==> src/rtl/action_sequencer_pkg.sv <==
// action_sequencer_pkg
// Shared types and constants for the ALU action sequencer.
//   action_state_t : sequencer FSM state encoding (3 bits)
//   OPCOUNT_W      : width of the completed-operation counter
//   max_int        : helper used to size the shared wait/latency counter
package action_sequencer_pkg;

  typedef enum logic [2:0] {
    IDLE      = 3'd0,
    WAIT_DATA = 3'd1,
    FIRE      = 3'd2,
    EXEC      = 3'd3,
    HOLD      = 3'd4
  } action_state_t;

  localparam int OPCOUNT_W = 8;

  function automatic int max_int(input int a, input int b);
    return (a > b) ? a : b;
  endfunction

endpackage

==> src/rtl/action_timer.sv <==
// action_timer
// Loadable up/down counter shared by the data-wait timeout and the ALU
// latency countdown.
//   clk_i      : clock, rising edge
//   rst_i      : synchronous active-high reset, clears the count
//   clear_i    : synchronous clear to zero
//   load_i     : load load_val_i (priority below clear)
//   load_val_i : value to load
//   inc_i      : count up by one
//   dec_i      : count down by one (inc_i wins if both set)
//   term_val_i : terminal value to compare against
//   at_term_o  : current count equals term_val_i
module action_timer #(
  parameter int W = 4
) (
  input  logic         clk_i,
  input  logic         rst_i,
  input  logic         clear_i,
  input  logic         load_i,
  input  logic [W-1:0] load_val_i,
  input  logic         inc_i,
  input  logic         dec_i,
  input  logic [W-1:0] term_val_i,
  output logic         at_term_o
);

  logic [W-1:0] count_q;
  logic [W-1:0] count_d;

  always_comb begin
    count_d = count_q;
    if (clear_i)      count_d = '0;
    else if (load_i)  count_d = load_val_i;
    else if (inc_i)   count_d = count_q + W'(1);
    else if (dec_i)   count_d = count_q - W'(1);
  end

  always_ff @(posedge clk_i) begin
    if (rst_i) count_q <= '0;
    else       count_q <= count_d;
  end

  assign at_term_o = (count_q == term_val_i);

endmodule

==> src/rtl/action_sequencer.sv <==
// action_sequencer
// Sequences one ALU operation at a time: waits for op and operands, issues a
// one-cycle action strobe, tracks the fixed ALU latency, then holds
// result-valid until the consumer accepts it. All outputs are registered.
//   i_Clock, i_Reset : clock and synchronous active-high reset
//   i_ALUOpReady     : decoded op pending
//   i_DataReady      : operands present
//   i_Abort          : flush current op (ignored while holding a result)
//   i_ResultAccept   : consumer takes the result
//   o_Action         : one-cycle strobe, high only in FIRE
//   o_Busy           : state is not IDLE
//   o_ResultValid    : high in HOLD
//   o_Timeout        : one-cycle pulse in the IDLE cycle after a wait expires
//   o_OpCount        : accepted operations, wraps
//   o_DbgState       : current FSM state for observation
//
// Handshake: the result transfers on any cycle where o_ResultValid and
// i_ResultAccept are both high; o_ResultValid stays high until that happens.
module action_sequencer
  import action_sequencer_pkg::*;
#(
  parameter int ALU_LATENCY = 3,
  parameter int TIMEOUT     = 15
) (
  input  logic                 i_Clock,
  input  logic                 i_Reset,
  input  logic                 i_ALUOpReady,
  input  logic                 i_DataReady,
  input  logic                 i_Abort,
  input  logic                 i_ResultAccept,
  output logic                 o_Action,
  output logic                 o_Busy,
  output logic                 o_ResultValid,
  output logic                 o_Timeout,
  output logic [OPCOUNT_W-1:0] o_OpCount,
  output action_state_t        o_DbgState
);

  localparam int CW = $clog2(max_int(TIMEOUT, ALU_LATENCY) + 1);

  action_state_t state_q, state_d;

  logic          tmr_clear, tmr_load, tmr_inc, tmr_dec;
  logic [CW-1:0] tmr_term;
  logic          tmr_at_term;
  logic          timeout_d;
  logic          accept_d;

  action_timer #(.W(CW)) u_timer (
    .clk_i      (i_Clock),
    .rst_i      (i_Reset),
    .clear_i    (tmr_clear),
    .load_i     (tmr_load),
    .load_val_i (CW'(ALU_LATENCY - 1)),
    .inc_i      (tmr_inc),
    .dec_i      (tmr_dec),
    .term_val_i (tmr_term),
    .at_term_o  (tmr_at_term)
  );

  always_comb begin
    state_d   = state_q;
    tmr_clear = 1'b0;
    tmr_load  = 1'b0;
    tmr_inc   = 1'b0;
    tmr_dec   = 1'b0;
    tmr_term  = '0;
    timeout_d = 1'b0;
    accept_d  = 1'b0;
    case (state_q)
      IDLE: begin
        if (i_ALUOpReady && i_DataReady) begin
          state_d = FIRE;
        end else if (i_ALUOpReady) begin
          state_d   = WAIT_DATA;
          tmr_clear = 1'b1;
        end
      end
      WAIT_DATA: begin
        tmr_term = CW'(TIMEOUT - 1);
        // Data in the last wait cycle beats the timeout.
        if (i_Abort) begin
          state_d = IDLE;
        end else if (i_DataReady) begin
          state_d = FIRE;
        end else if (tmr_at_term) begin
          state_d   = IDLE;
          timeout_d = 1'b1;
        end else begin
          tmr_inc = 1'b1;
        end
      end
      FIRE: begin
        tmr_load = 1'b1;
        state_d  = i_Abort ? IDLE : EXEC;
      end
      EXEC: begin
        if (i_Abort) begin
          state_d = IDLE;
        end else if (tmr_at_term) begin
          state_d = HOLD;
        end else begin
          tmr_dec = 1'b1;
        end
      end
      HOLD: begin
        if (i_ResultAccept) begin
          accept_d = 1'b1;
          if (i_ALUOpReady && i_DataReady) begin
            state_d = FIRE;
          end else if (i_ALUOpReady) begin
            state_d   = WAIT_DATA;
            tmr_clear = 1'b1;
          end else begin
            state_d = IDLE;
          end
        end
      end
      default: state_d = IDLE;
    endcase
  end

  // Outputs are registered from the next state so they line up with the
  // state they describe.
  always_ff @(posedge i_Clock) begin
    if (i_Reset) begin
      state_q       <= IDLE;
      o_Action      <= 1'b0;
      o_Busy        <= 1'b0;
      o_ResultValid <= 1'b0;
      o_Timeout     <= 1'b0;
      o_OpCount     <= '0;
    end else begin
      state_q       <= state_d;
      o_Action      <= (state_d == FIRE);
      o_Busy        <= (state_d != IDLE);
      o_ResultValid <= (state_d == HOLD);
      o_Timeout     <= timeout_d;
      if (accept_d) o_OpCount <= o_OpCount + OPCOUNT_W'(1);
    end
  end

  assign o_DbgState = state_q;

endmodule

==> config.mk <==
export PLATFORM = sky130hd
export DESIGN_NAME = action_sequencer
export DESIGN_NICKNAME = d
export VERILOG_FILES = /design/src/rtl/action_sequencer_pkg.sv /design/src/rtl/action_timer.sv /design/src/rtl/action_sequencer.sv
export SDC_FILE = /design/constraint.sdc
export NUM_CORES = 1
export LEC_CHECK = 0
export ABC_AREA = 1
export CAP_MARGIN = 30
export CORE_AREA = 10 10 58 60
export DETAILED_ROUTE_END_ITERATION = 16
export DIE_AREA = 0 0 68 70
export PLACE_DENSITY = 0.76
export RECOVER_POWER = 25
export SKIP_CTS_REPAIR_TIMING = 1
export SYNTH_ARGS = -nofsm -noshare
export SYNTH_HDL_FRONTEND = slang
export SYNTH_HIERARCHICAL = 1
export SYNTH_SLANG_ARGS = --single-unit
==> constraint.sdc <==
create_clock -name i_Clock -period 3.2 [get_ports i_Clock]
set_clock_uncertainty 0.1 [all_clocks]
set_input_delay 0.64 -clock i_Clock [delete_from_list [all_inputs] [get_ports i_Clock]]
set_output_delay 0.64 -clock i_Clock [all_outputs]
set_load 0.01 [all_outputs]
Yosys cells after proc, flatten, opt, wreduce, memory -nomap -nowiden

Index checks and enable logic that the tools add are counted.
W data, S select, Z words.

Flip-flop bits (word level): 19
Output and inout port bits: 15

Mux-type cells: 30
Bitwise operators: 1
Equality and inequality tests: 7
Add/sub/neg operators: 3
Reduce and logical (&&, ||, !) cells: 8

Operator list:

| operator              | number |
|---|---|
| $mux W3               | 8 |
| $pmux W3 S5           | 1 |
| $mux W1               | 14 |
| $mux W4               | 3 |
| $eq A3 B2 Y1 const B  | 3 |
| $add A8 B1 Y8 const B | 1 |
| $eq A3 B3 Y1 const B  | 2 |
| $mux W2               | 3 |
| $reduce_bool A3 Y1    | 2 |
| $add A4 B1 Y4 const B | 1 |
| $eq A4 B4 Y1          | 1 |
| $reduce_or A4 Y1      | 1 |
| $sub A4 B1 Y4 const B | 1 |
| $eq A3 B1 Y1 const B  | 1 |
| $logic_not A3 Y1      | 1 |
| $reduce_or A3 Y1      | 1 |
| $pmux W1 S2           | 1 |
| $reduce_bool A2 Y1    | 1 |
| $reduce_or A2 Y1      | 1 |
| $logic_and A1 B1 Y1   | 1 |
| $not A1 Y1            | 1 |

Longest topological paths before layout

Gate-level depths: netlist of the first run.

Depth after elaboration: 9
Mapped depth: 18
Depth with buffers taken out: 18

Hierarchy

The synthesis of the first run kept the hierarchy.

Modules (own cells, without submodules):

| module           | times used | area an instance (um^2) | sequential area each (um^2) | cells each |
|---|---|---|---|---|
| action_sequencer | 1          | 750.7                   | 300.3                       | 110 |
| action_timer     | 1          | 361.6                   | 80.1                        | 52 |

Least setup slack after synthesis of the first run

OpenSTA, ideal clock, no wires.

Kind: reg2reg
From: register state_q[2] (netlist: o_DbgState[2])
To: register u_timer.count_q[3]
Path slack: 0.605 ns
Clock period less this slack: 2.595 ns
Library setup time: 0.066 ns
Stages on the path, launching flop included: 17
Arrival: 2.429 ns
Path through: dfxtp_1 > nor2_1 > nand2_1 > inv_1 > or2_1 > a221oi_2 > inv_1 > nand3_1 > nor2_1 > inv_2 > ha_1 > or2_1 > nand2_1 > nand2_1 > nand3_1 > nand2_1 > a21oi_2

Word-level cells in the longest chain between the ends: 8
Elaborated cells on any way between the ends: 18

RTL lines:

| element                                              | RTL line                | text |
|---|---|---|
| from (decl)                                          | action_sequencer.sv:41  | `action_state_t state_q, state_d;` |
| from (signal assigned)                               | action_sequencer.sv:134 | `state_q <= state_d;` |
| $eq A3 B1 Y1 *                                       | action_sequencer.sv:70  | `case (state_q)` |
| $mux W4 *                                            | action_sequencer.sv:70  |  |
| named net tmr_term[1]                                | action_sequencer.sv:44  | `logic [CW-1:0] tmr_term;` |
| $eq A4 B4 Y1 *                                       | action_timer.sv:43      | `assign at_term_o = (count_q == term_val_i);` |
| named net tmr_at_term                                | action_sequencer.sv:45  | `logic tmr_at_term;` |
| $mux W1 *                                            | action_sequencer.sv:86  | `end else if (tmr_at_term) begin` |
| $mux W1 *                                            | action_sequencer.sv:84  | `end else if (i_DataReady) begin` |
| $mux W1 *                                            | action_sequencer.sv:82  | `if (i_Abort) begin` |
| $mux W1 *                                            | action_sequencer.sv:70  |  |
| named net tmr_inc                                    | action_sequencer.sv:43  | `logic tmr_clear, tmr_load, tmr_inc, tmr_dec;` |
| $mux W4 / $reduce_bool A2 Y1 (equally long branches) | n/a                     |  |
| to (signal assigned)                                 | action_timer.sv:40      | `else count_q <= count_d;` |
| to (decl)                                            | action_timer.sv:27      | `logic [W-1:0] count_q;` |

The timed path passes the listed nets; every way through them passes the cells marked *.
A chain may end at the register's enable or synchronous reset.

Final worst setup path of the first run

Ends and elaborated chain as after synthesis.

==> out/qor.txt, run 1 <==
RUN STATUS
------------------------------------------------------------------------------------------------------
Run status                                                                                finished clean

CRITICAL PATH
------------------------------------------------------------------------------------------------------
Endpoint class of the critical path                                                               flop
Critical path class                                                                       flop to flop
Startpoint of the worst-slack reg-to-reg timing path                                      o_DbgState[2]
R2R setup slack                                                                                 420 ps
Critical path fanouts, max                                                                           8
CP Cell Sequence                                                                          nor2_1 -> nand2_1 -> inv_1 -> or2_1 -> a221oi_2 -> inv_1 -> nand3_1 -> nor2_1 -> inv_2 -> ha_1 -> or2_1 -> nand2_1 -> nand2_1 -> nand3_1 -> nand2_1 -> a21oi_2
Reg-to-reg critical path endpoint                                                         u_timer/count_q[3]
Required @ worst endpoint                                                                      3340 ps
CP most frequent cell                                                                          nand2_1
WP data arrival                                                                                2920 ps
Depth of the worst register-to-register path                                                        16
Highest cell delay on the worst timing path                                                     490 ps
Critical Path Start Type                                                                          flop
Critical path's slowest cell                                                                   dfxtp_1

PLACED DESIGN
------------------------------------------------------------------------------------------------------
Final weighted congestion of routability-driven global placement                                 0.916
Placed Instance Area                                                                          1370 µm²
DP Wirelength                                                                                  2070 µm
Total of buffers placed on input and output ports                                                   20
Number of instances in the placed design                                                           216

POWER
------------------------------------------------------------------------------------------------------
Max VDD drop                                                                                  0.250 mV
Net switching power of the design                                                             0.173 mW
Sw Ratio                                                                                         32.1%
Internal power of the cells                                                                   0.365 mW
Proportion of power drawn by the clock network                                                   22.1%
Fraction of power consumed by combinational cells                                                28.2%
Cell Pwr Density                                                                            390 nW/µm²
Total leakage power                                                                           0.638 nW
Post-layout power                                                                             0.537 mW
Register share of total power                                                                    49.7%

CLOCKING
------------------------------------------------------------------------------------------------------
CTS buffer count                                                                                     3
Clock sink total                                                                                    19
CTS H-tree lvls                                                                                      1
Clk buf depth                                                                                        2
CTS tree                                                                                          done
Latest clock arrival within the worst-skew pair                                                 290 ps
Cell at the root of the clock tree                                                            clkbuf_4
Clock transition at the register clock pins on the worst setup and hold paths after CTS         100 ps

FLOORPLANNING
------------------------------------------------------------------------------------------------------
Rows                                                                                                18
Starting density of the core                                                                     47.5%
Die Wd                                                                                           68 µm
Placeable core region                                                                         2340 µm²
Top-Level Pins                                                                                      21
Overall die area                                                                              4760 µm²
Die Y                                                                                            70 µm

LOGIC SYNTHESIS
------------------------------------------------------------------------------------------------------
Avg Inst Size Synth                                                                           6.87 µm²
Area of the mapped netlist                                                                    1110 µm²
Share of flip-flops with an asynchronous set or reset                                               0%
List of most frequent post-synthesis cells                                                nand2_1, nor2_1, inv_1, dfxtp_1, nand3_1
Netlist cell types                                                                                  30
Flip-flop and latch count after synthesis                                                           19
Dominant cells by area after synthesis                                                    dfxtp_1, nand2_1, nor2_1, inv_1, nand3_1
Post-synthesis sequential area ratio                                                             34.2%
Most used flip-flop cell after synthesis                                                       dfxtp_1
Synth warnings                                                                                       6
Cell type with the largest total area after synthesis                                          dfxtp_1
Share of the synthesized area in the top cell type                                               34.2%
Number of flops mapped to enable cells by yosys                                                      0
Top-count cell post-synth                                                                      nand2_1
Post-synthesis cell count                                                                          162

FLOW RUN
------------------------------------------------------------------------------------------------------
Number of maximum-capacitance violations                                                             0

TIMING
------------------------------------------------------------------------------------------------------
Setup-violating endpoint count in the final report                                                   0
Count of endpoints failing hold in the final timing report                                           0
Slew HR                                                                                          42.1%
F_max                                                                                          359 MHz
RSZ-0062 raised after global routing                                                                no
Sum of negative setup slack                                                                       0 ps
Final critical path time including I/O delays and setup                                        2780 ps
Final worst-path cycle share                                                                     87.0%
Tightest Pin Transition                                                                         862 ps
Pins Over Slew Limit                                                                                 0

LAYOUT
------------------------------------------------------------------------------------------------------
Final instance area                                                                           1380 µm²
Layout overhead on the synthesized area                                                          23.7%
Finished Layout Cells                                                                              220
Fraction of layout instances using a drive strength above 1                                      7.37%
Number of antenna cells inserted                                                                     0
Number of nets in the layout                                                                       201
Share of the core filled with cells                                                              58.8%

HOLD PATH
------------------------------------------------------------------------------------------------------
Worst min-delay path category                                                             flop to flop
Worst min-delay path startpoint                                                           o_OpCount[6]
Depth of the worst hold-timing path                                                                  2
Worst hold path endpoint                                                                  o_OpCount[6]

DETAILED ROUTING
------------------------------------------------------------------------------------------------------
Total DRC errors in the routed layout                                                                0
Via count of the routed design                                                                    1076
Post-DRT Antenna Nets                                                                                0
Wirelength, routed                                                                             2550 µm
Starting DRC count in detailed routing                                                              40
Average wire length per cell after detail routing                                              11.6 µm
DR vias/cell                                                                                      4.89
Detailed-router iteration count before antenna repair                                                4

GLOBAL ROUTE
------------------------------------------------------------------------------------------------------
Number of global-route vias before repair                                                         1043
Pin count of the biggest net entering global routing                                                11
Total routing usage reported by global routing                                                   11.4%
Number of antenna violations at the first check in global routing                                    0
Global-route wire length before repair                                                         4350 µm
Total overflow reported by the global router                                                         0

## worst max-delay path by stage
stage	startpoint	end	slack (ps)
final	o_DbgState[2]	u_timer/count_q[3]	420
after CTS	o_DbgState[2]	u_timer/count_q[3]	410
after global placement	i_DataReady	u_timer/count_q[3]	440
after global routing	o_DbgState[2]	u_timer/count_q[3]	170
after detailed placement	i_Abort	u_timer/count_q[3]	370
after floorplan	o_DbgState[2]	u_timer/count_q[3]	600
## state kept, by name, summed over array words and instances, names as in the netlist
signal,flops
o_OpCount,8
u_timer/count_q,4
o_DbgState,3
o_Action,1
o_Busy,1
o_ResultValid,1
o_Timeout,1
## area by class of cell
type / instances / area (µm²)
repair buffers: 20 / 200
inverters: 27 / 101
well taps: 30 / 37.5
multi-input cells: 120 / 631
clock buffers: 4 / 26.3
flip-flops and latches: 19 / 380
fillers: 235 / 966
## routing by layer
layer / global-route usage [%] / vias up / routed length [µm] / share of wire [%]
met5: 0 / - / 0 / 0
met3: 4.47 / 4 / 134 / 5.3
li1: - / 563 / - / -
met2: 19.0 / 19 / 1300 / 51
met1: 12.1 / 490 / 1080 / 42
met4: 4.92 / 0 / 34 / 1.3
## power by group through the flow
stage / logic (mW) / clock network (mW) / registers [mW]
after floorplan: 0.106 / 0 / 0.272
after global routing: 0.174 / 0.138 / 0.269
after global placement: 0.148 / 0 / 0.271
after detailed placement: 0.153 / 0 / 0.273
final: 0.151 / 0.119 / 0.267
after CTS: 0.154 / 0.124 / 0.267
## stage by stage
step	hold slack, ps	setup slack, ps
3_3_place_gp	401	443
3_5_place_dp	414	368
6_report	428	416
5_1_grt	455	169
4_1_cts	432	409
2_1_floorplan	401	605
## worst max-delay path: cells and delay by family, from the launching register on
family,cells,cell delay (ps)
buf+inv,3,340
simple gates,10,1080
compound gates,2,450
fa+ha+maj,1,260
flops,1,490
## cell usage in the layout (no fill, tap or decap), types with 5 or more instances in the layout
master,count
nand3_1,13
o21ai_0,5
dfxtp_1,19
nand2_1,31
nor2_1,27
a21oi_1,7
conb_1,6
inv_1,24
clkdlybuf4s50_1,19
## kinds of logic after synthesis
group	share of synthesized area [%]
compound gates	10.1
xor+xnor	3.15
fa+ha+maj	5.17
buf+inv	9.11
flops	34.2
other cells	0.675
simple gates	37.6
Power figures use the tool's default switching activity.
==> run 2: changes to the inputs <==
--- a/config.mk
+++ b/config.mk
@@ -7,10 +7,10 @@
 export LEC_CHECK = 0
 export ABC_AREA = 1
 export CAP_MARGIN = 30
-export CORE_AREA = 10 10 58 60
+export CORE_AREA = 10 10 72 74
 export DETAILED_ROUTE_END_ITERATION = 16
-export DIE_AREA = 0 0 68 70
-export PLACE_DENSITY = 0.76
+export DIE_AREA = 0 0 82 84
+export GPL_ROUTABILITY_DRIVEN = 0
 export RECOVER_POWER = 25
 export SKIP_CTS_REPAIR_TIMING = 1
 export SYNTH_ARGS = -nofsm -noshare
==> constraint.sdc (replaced) <==
create_clock -name i_Clock -period 3.1 [get_ports i_Clock]
set_clock_uncertainty 0.1 [all_clocks]
set_input_delay 0.62 -clock i_Clock [delete_from_list [all_inputs] [get_ports i_Clock]]
set_output_delay 0.62 -clock i_Clock [all_outputs]
set_load 0.01 [all_outputs]
==> run 2 against run 1 <==
Against the previous run: critical path depth unchanged; largest power group unchanged; cell area increased by 4.4%; critical path type unchanged; routed wire length decreased by 4.8%.
==> out/qor.txt, run 2 (synthesized netlist as in run 1, its figures left out) <==
CRITICAL PATH
------------------------------------------------------------------------------------------------------
CP Cell Sequence                                                                          nor2_1 -> nand2_1 -> inv_1 -> or2_1 -> a221oi_2 -> inv_1 -> nand3_1 -> nor2_1 -> inv_2 -> ha_1 -> or2_1 -> nand2_1 -> nand2_1 -> nand3_1 -> nand2_1 -> a21oi_2   unchanged
CP most frequent cell                                                                          nand2_1   unchanged
Critical Path Start Type                                                                          flop   unchanged
Critical path class                                                                       flop to flop   unchanged
Highest cell delay on the worst timing path                                                     410 ps   was 490 ps
Critical path's slowest cell                                                                   dfxtp_1   unchanged
Number of buffers and inverters on the critical path                                                 3   unchanged
Required @ worst endpoint                                                                      3190 ps   was 3340 ps
Critical path fanouts, max                                                                           5   was 8
Endpoint class of the critical path                                                               flop   unchanged
WP data arrival                                                                                2810 ps   was 2920 ps
Category of cells accounting for the largest share of critical-path delay                 simple AND/OR/NAND/NOR gates   unchanged

CLOCKING
------------------------------------------------------------------------------------------------------
CTS buffer count                                                                                     3   unchanged
Clock transition at the register clock pins on the worst setup and hold paths after CTS          80 ps   was 100 ps
CTS tree                                                                                          done   unchanged
Latest clock arrival within the worst-skew pair                                                 260 ps   was 290 ps
CTS H-tree lvls                                                                                      1   unchanged
Clk buf depth                                                                                        2   unchanged
Clock sink total                                                                                    19   unchanged
Cell at the root of the clock tree                                                            clkbuf_8   was clkbuf_4

LAYOUT
------------------------------------------------------------------------------------------------------
Multi-input logic area                                                                         631 µm²   unchanged
Layout overhead on the synthesized area                                                          29.1%   was 23.7%
Leading cell types in the layout, fill and taps excluded                                  nand2_1, nor2_1, inv_1   unchanged
Fraction of layout instances using a drive strength above 1                                      8.85%   was 7.37%
Register containing the most flip-flops in the final layout                                  o_OpCount   unchanged
Final instance area                                                                           1440 µm²   was 1380 µm²
Number of antenna cells inserted                                                                     0   unchanged
Sequential cell area in the final layout                                                       380 µm²   unchanged
Share of the core filled with cells                                                              37.2%   was 58.8%
Flip-flop count of the largest register, all copies and words added                                  8   unchanged
Number of nets in the layout                                                                       203   was 201
Most common cell after layout, fill and taps aside                                             nand2_1   unchanged
Count of fill cells added during filler insertion                                                  420   was 235

TIMING
------------------------------------------------------------------------------------------------------
Count of endpoints failing hold in the final timing report                                           0   unchanged
F_max                                                                                          367 MHz   was 359 MHz
Final critical path time including I/O delays and setup                                        2720 ps   was 2780 ps
RSZ-0062 raised after global routing                                                                no   unchanged
Pins Over Slew Limit                                                                                 0   unchanged
Sum of negative setup slack                                                                       0 ps   unchanged
Final worst-path cycle share                                                                     87.8%   was 87.0%
Worst-case hold slack                                                                           426 ps   was 428 ps
Setup-violating endpoint count in the final report                                                   0   unchanged

DETAILED ROUTING
------------------------------------------------------------------------------------------------------
Post-DRT Antenna Nets                                                                                0   unchanged
Total DRC errors in the routed layout                                                                0   unchanged
Wirelength, routed                                                                             2430 µm   was 2550 µm
Via count of the routed design                                                                    1048   was 1076
DR vias/cell                                                                                      4.33   was 4.89
Starting DRC count in detailed routing                                                              52   was 40
Average wire length per cell after detail routing                                              10.0 µm   was 11.6 µm
Detailed-router iteration count before antenna repair                                                4   unchanged

GLOBAL ROUTE
------------------------------------------------------------------------------------------------------
Global-route wire length before repair                                                         4330 µm   was 4350 µm
Total overflow reported by the global router                                                         0   unchanged
Total routing usage reported by global routing                                                   7.70%   was 11.4%
Number of global-route vias before repair                                                         1024   was 1043
Pin count of the biggest net entering global routing                                                12   was 11
Number of antenna violations at the first check in global routing                                    0   unchanged

POWER
------------------------------------------------------------------------------------------------------
Post-layout power                                                                             0.605 mW   was 0.537 mW
Max VDD drop                                                                                  0.261 mV   was 0.250 mV
Cell Pwr Density                                                                            422 nW/µm²   was 390 nW/µm²
Total leakage power                                                                           0.659 nW   was 0.638 nW

HOLD PATH
------------------------------------------------------------------------------------------------------
Worst min-delay path category                                                             flop to flop   unchanged

PLACED DESIGN
------------------------------------------------------------------------------------------------------
Total of buffers placed on input and output ports                                                   20   unchanged
Placed Instance Area                                                                          1410 µm²   was 1370 µm²
DP Wirelength                                                                                  1950 µm   was 2070 µm

FLOORPLANNING
------------------------------------------------------------------------------------------------------
Placeable core region                                                                         3860 µm²   was 2340 µm²
Die Y                                                                                            84 µm   was 70 µm
Starting density of the core                                                                     28.8%   was 47.5%
Die Wd                                                                                           82 µm   was 68 µm
Overall die area                                                                              6890 µm²   was 4760 µm²
Rows                                                                                                23   was 18
Top-Level Pins                                                                                      21   unchanged

RUN STATUS
------------------------------------------------------------------------------------------------------
Run status                                                                                finished clean   unchanged

FLOW RUN
------------------------------------------------------------------------------------------------------
Number of maximum-capacitance violations                                                             0   unchanged

[run 2: cell count changes in the layout (fill, tap and decap cells not counted)]
cell      before  now
buf_4          0    2
clkbuf_1       1    0
clkbuf_8       0    3
clkbuf_4       3    0
clkinv_2       0    1
[run 2: worst register-to-register path: cells and delay by family, from the launching register on]
kind | cells | cell delay (ps)
and+or+nand+nor | 10 | 1050
AOI/OAI and AO/OA | 2 | 480
DFF | 1 | 410
buffers and inverters | 3 | 370
adders and majority gates | 1 | 260
[run 2: path summary, 6_finish.rpt]
path | start | end | slack, ps | cells past startpoint
worst max-delay path | o_DbgState[1] | u_timer/count_q[3] | 380 | 16
worst min register to register | o_OpCount[5] | o_OpCount[5] | 430 | 2
worst max register to register | o_DbgState[1] | u_timer/count_q[3] | 380 | 16
worst min-delay path | o_OpCount[5] | o_OpCount[5] | 430 | 2
[run 2: where the power goes]
group | switching, mW | internal [mW]
clock | 0.0864 | 0.0893
combinational | 0.0864 | 0.0693
sequential | 0.0155 | 0.258
[run 2: area by class of cell]
type / instances / share of cell area, %
repair buffers: 22 / 15.0
clock buffers: 3 / 2.87
well taps: 50 / 4.36
flip-flops and latches: 19 / 26.5
inverters: 27 / 7.06
clock inverters: 1 / 0.348
multi-input cells: 120 / 43.9
[run 2: routing by layer]
layer	track usage [%]	wire (µm)
met1	8.33	1070
met4	0.929	0
met3	3.23	212
met5	0	0
met2	13.7	1150
[run 2: metrics by stage]
stage / cells / worst slack, ps
detailed placement: 238 / 326
finish: 242 / 378
CTS: 242 / 358
global route: 242 / 168
floorplan: 166 / 505
global placement: 238 / 376
